### src/rtl/orv64_pmp_checker_pkg.sv
// Shared parameters and CSR/request types for the ORV64 PMP checker slice.
package orv64_param_pkg;

    localparam int ORV64_N_PMP_CSR       = 16;
    localparam int ORV64_PHY_ADDR_WIDTH  = 56;

endpackage

package orv64_typedef_pkg;

    import orv64_param_pkg::*;

    typedef enum logic [1:0] {
        ORV64_PMP_OFF   = 2'd0,
        ORV64_PMP_TOR   = 2'd1,
        ORV64_PMP_NA4   = 2'd2,
        ORV64_PMP_NAPOT = 2'd3
    } orv64_pmp_a_t;

    typedef enum logic [1:0] {
        ORV64_PMP_ACC_READ  = 2'd0,
        ORV64_PMP_ACC_WRITE = 2'd1,
        ORV64_PMP_ACC_EXEC  = 2'd2
    } orv64_pmp_acc_t;

    typedef enum logic [1:0] {
        ORV64_PMP_ST_IDLE = 2'd0,
        ORV64_PMP_ST_SCAN = 2'd1,
        ORV64_PMP_ST_RESP = 2'd2
    } orv64_pmp_state_t;

    // Architectural pmpcfg byte layout: L, reserved, A, X, W, R (MSB to LSB).
    typedef struct packed {
        logic         l;
        logic [1:0]   rsvd;
        orv64_pmp_a_t a;
        logic         x;
        logic         w;
        logic         r;
    } orv64_csr_pmpcfg_t;

    typedef logic [ORV64_PHY_ADDR_WIDTH-3:0] orv64_csr_pmpaddr_t;

    localparam logic [1:0] ORV64_PRV_M = 2'd3;

endpackage

### src/rtl/orv64_napot_addr.sv
// Decodes a NAPOT-encoded pmpaddr into its inclusive byte-address window.
module orv64_napot_addr
    import orv64_param_pkg::*;
    import orv64_typedef_pkg::*;
(
    input  orv64_csr_pmpaddr_t                pmpaddr,
    output logic [ORV64_PHY_ADDR_WIDTH-1:0]   napot_base,
    output logic [ORV64_PHY_ADDR_WIDTH-1:0]   napot_bounds
);

    // Trailing ones of pmpaddr plus the first zero above them mark the size field.
    orv64_csr_pmpaddr_t size_mask_s;

    assign size_mask_s  = pmpaddr ^ (pmpaddr + orv64_csr_pmpaddr_t'(1'b1));
    assign napot_base   = {pmpaddr & ~size_mask_s, 2'b00};
    assign napot_bounds = {pmpaddr | size_mask_s, 2'b11};

endmodule

### config.mk
export PLATFORM = sky130hd
export DESIGN_NAME = orv64_napot_addr
export DESIGN_NICKNAME = d
export VERILOG_FILES = /design/src/rtl/orv64_pmp_checker_pkg.sv /design/src/rtl/orv64_napot_addr.sv
export SDC_FILE = /design/constraint.sdc
export NUM_CORES = 1
export LEC_CHECK = 0
export ABC_AREA = 1
export CORE_UTILIZATION = 32
export DETAILED_ROUTE_END_ITERATION = 8
export PLACE_DENSITY = 0.86
export SLEW_MARGIN = 10
export SYNTH_ARGS = -nofsm -noshare
export SYNTH_HDL_FRONTEND = slang
export SYNTH_SLANG_ARGS = --single-unit
### constraint.sdc
create_clock -name vclk -period 1.3
set_input_delay 0.13 -clock vclk [all_inputs]
set_output_delay 0.13 -clock vclk [all_outputs]
set_load 0.01 [all_outputs]
==> results.md, run 1 <==
- Final HPWL DP: 8100 um
- Status: aborted with a tool error
- Placed Instances: 713
- Tool Error: [ERROR DPL-0038] Utilization greater than 100%, impossible to legalize
- Placement Setup Slack: -1.028 ns
- Row cnt: 26
- GP Congestion: 0.9785
- Exit stage: global routing
- Number of library cell types mapped by synthesis: 19
- Synth warn: 0
- Hold_buf cts: 0
- Synthesized cell area: 0.001782 sq mm
- Initial Util: 34.02%
- Sequential area share after synthesis: 0%
- Die Height: 76.62 um
- Horiz. Die Dim: 76.62 um
- Pin count of the biggest net entering global routing: 7
- Cells after Synth: 413
- Average size of a mapped cell: 4.314 sq um
- Worst setup endpoint GRT: napot_base[36]
- Worst ep type: top-level output
- PortBufs: 160
- I/O pin count: 166
cells in the mapped netlist:
cell | instances | area, sq um
o21ai_1 | 7 | 35.03
nor3_1 | 1 | 5.000
or2_2 | 5 | 31.28
inv_1 | 79 | 296.5
a31oi_1 | 2 | 12.51
nor2_2 | 3 | 18.77
nand2_2 | 5 | 31.28
nand3b_1 | 7 | 52.55
a21oi_1 | 18 | 90.09
nand3_1 | 9 | 45.04
o21ai_0 | 7 | 35.03
nor2_1 | 89 | 334.1
buf_4 | 6 | 45.04
conb_1 | 2 | 7.510
nand2_4 | 2 | 22.52
nand2_1 | 162 | 608.1
inv_2 | 1 | 3.750
nor2_8 | 2 | 40.04
nor2_4 | 6 | 67.56
kinds of logic after synthesis:
logic type,after synthesis,share of synthesized area (%)
other,2,0.4215
AOI/OAI and AO/OA,34,9.691
buffers and inverters,86,19.38
and+or+nand+nor,291,70.50
through the flow:
stage / instance area, sq um / TNS [ns] / hold WS, ns
4_1_cts: 4523 / -0.2692 / 0.5912
2_1_floorplan: 1797 / 0 / 0.3075
3_5_place_dp: 3981 / -80.85 / 1.239
3_3_place_gp: 3981 / -76.11 / 1.235
timing repair:
item | in CTS
pin swaps | 102
cloned | 1
setup endpoints to repair | 106
buffers inserted | 32
resized for setup | 753
==> run 2, diff against run 1 <==
- CORE_UTILIZATION: 32 -> 25
- PLACE_DENSITY: 0.86 -> not set
- PLACE_DENSITY_LB_ADDON: not set -> 0.15
==> results.md, run 2 <==
- Top cell type's share of synthesized area: 34.13% (unchanged)
- Multi-input gate area: 0.002300 sq mm
- Synthesized cell area: 0.001782 sq mm (unchanged)
- Max Fclk: 716.2 MHz
- Hold_buf cts: 0 (unchanged)
- Vias/cell: 4.546
- Most frequent cells in the layout: buf_4 (95), nand2_1 (93), buf_2 (78), inv_1 (75), nor2_4 (45)
- Wire per inst: 13.45 um
- Detail Route Antenna Nets: 0
- Final Instance Area: 0.004740 sq mm
- Area growth from synthesis to layout: 166.0%
- Die area: 0.007468 sq mm
- GRT Total Usage: 24.92%
- Top post-synthesis cells by count: nand2_1 (162), nor2_1 (89), inv_1 (79), a21oi_1 (18), nand3_1 (9)
- Sequential Area: 0 sq um
- RSZ-0062 raised after global routing: true
- Antenna violations before repair: 0
- Cells after Synth: 413 (unchanged)
- Average size of a mapped cell: 4.314 sq um (unchanged)
- ANT cells: 0
- Synth warn: 0 (unchanged)
- Final Cycle Share: 107.4%
- Drt pass-1 iters: 4
- Final HPWL DP: 7645 um (-5.6%)
- Crit path kind: input port to output pin
- NumNets Final: 731
- # clk buffers: 0
- Setup ws final: -0.09632 ns
- Final Slew Violations: 0
- Cell count of the worst hold path: 4
- Vias: 3,505
- Total wire length: 10,370 um
- Row cnt: 30 (+15%)
- Pin count of the biggest net entering global routing: 7
- Sw Ratio: 54.23%
- Critical Path Source Type: input port
- P_sw: 0.5914 mW
- Lkg Pwr: 2.572 nW
- Max-cap viol count: 0
- Worst EP arrival: 1.27 ns
- Worst setup EP type: output pin
- Die Height: 86.42 um (+13%)
- Initial Util: 26.08% (-7.9 points)
- Num sequential: 0
- Worst min path class: input port to output pin
- GP Congestion: 0.9115 (-6.8%)
- Failing checks: negative setup slack
- Final setup viols: 24
- Iteration-0 DRC Markers: 110
- Synth area leader: nand2_1
- Horiz. Die Dim: 86.42 um (+13%)
- Sequential area share after synthesis: 0% (unchanged)
- Internal Pwr Total: 0.4991 mW
- Total power per unit cell area: 230.1 mW/mm^2
- Proportion of layout cells with a drive suffix above 1: 60.00%
- Hold Crit Endpoint: napot_bounds[27]
- Vias in the first global route: 3,367
- Combinational Power Share: 100.0%
- First-pass GRT wire length: 15,120 um
- Final Hold Viols: 0
- Ranking of synthesized cells by area: nand2_1 (34%), nor2_1 (19%), inv_1 (17%), a21oi_1 (5.1%), nor2_4 (3.8%)
- Number of library cell types mapped by synthesis: 19 (unchanged)
- Max IR drop VDD: 223.3 uV
- PortBufs: 160 (unchanged)
- Fillers: 585
- Count leader, synth: nand2_1
- Core Area: 0.006832 sq mm
- Gr ovfl total: 0
- Sequential share of power: 0%
- I/O pin count: 166 (unchanged)
- Placement Setup Slack: -0.9424 ns (+0.08572 ns)
- Status: finished with violations
- Worst Path Max Fanout: 6
- Dpl cell area: 0.003969 sq mm (-0.31%)
- Most common cell after layout, fill and taps aside: buf_4
- Hold path start: pmpaddr[25]
- Clock network power share: 0%
- Req. time, crit path: 1.17 ns
- # DRC: 0
- Minimum clock period: 1.396 ns
[run 2: cell counts after synthesis]
Identical to the previous run, type by type.
[run 2: cell type report]
| cell class | count | area share, % |
|---|---|---|
| inverters | 80 | 6.389 |
| multi-input cells | 332 | 48.52 |
| well taps | 96 | 2.534 |
| repair buffers | 263 | 42.56 |
[run 2: worst max-delay path: stages]
cell and delay, ns:
buf_8 0.09, nand2_8 0.06, nor2_8 0.22, buf_4 0.17, nand3_4 0.08, buf_4 0.15, nand2_1 0.05, inv_1 0.03
dlygate4sd2_1 0.27
[run 2: worst max-delay path by stage]
stage / cells after the start / end / slack, ns / startpoint
after global placement: 10 / napot_bounds[37] / -0.91 / pmpaddr[4]
after global routing: 9 / napot_base[52] / -0.15 / pmpaddr[36]
after CTS: 10 / napot_base[36] / -0.10 / pmpaddr[3]
after floorplan: 6 / napot_bounds[24] / 0.17 / pmpaddr[0]
after detailed placement: 8 / napot_bounds[24] / -0.94 / pmpaddr[3]
final: 9 / napot_base[14] / -0.1 / pmpaddr[0]
[run 2: kinds of logic after synthesis]
group           share of synthesized area (%)
compound gates                          9.691
buf+inv                                 19.38
simple gates                            70.50
other cells                            0.4215
[run 2: per-layer routing]
| layer | part of all wire (%) | up-vias | GRT usage [%] | wire length (um) |
|---|---|---|---|---|
| met3 | 5.1 | 22 | 1.810 | 528 |
| met1 | 39 | 1613 | 28.83 | 4024 |
| met5 | 0 | - | 0 | 0 |
| met4 | 2.5 | 0 | 4.242 | 261 |
| li1 | - | 1736 | - | - |
| met2 | 54 | 134 | 49.93 | 5555 |
[run 2: stage by stage]
step	total power, mW	cells	hold WS (ns)	util (%)	TNS (ns)
2_1_floorplan	0.3465	417	0.3075	-	0
3_3_place_gp	1.020	733	1.230	58.10	-77.25
3_5_place_dp	1.026	733	1.231	58.10	-81.01
4_1_cts	1.028	763	0.5954	65.64	-1.412
5_1_grt	1.167	771	0.5938	69.38	-3.122
6_report	1.090	771	0.5776	69.38	-0.9357
[run 2: power by group through the flow]
stage | Sequential [mW] | Clock [mW] | Combinational [mW]
2_1_floorplan | 0 | 0 | 0.347
3_3_place_gp | 0 | 0 | 1.02
3_5_place_dp | 0 | 0 | 1.03
4_1_cts | 0 | 0 | 1.03
5_1_grt | 0 | 0 | 1.17
6_report | 0 | 0 | 1.09
[run 2: what timing repair did]
action | 4_1_cts | 5_1_grt
buffers inserted | 29 | 10
pin swaps | 104 | 68
endpoints found under the setup margin | 106 | 85
gates cloned | 1 | 0
gates resized for setup | 711 | 140
No activity file was read; power rests on OpenSTA's default activity.
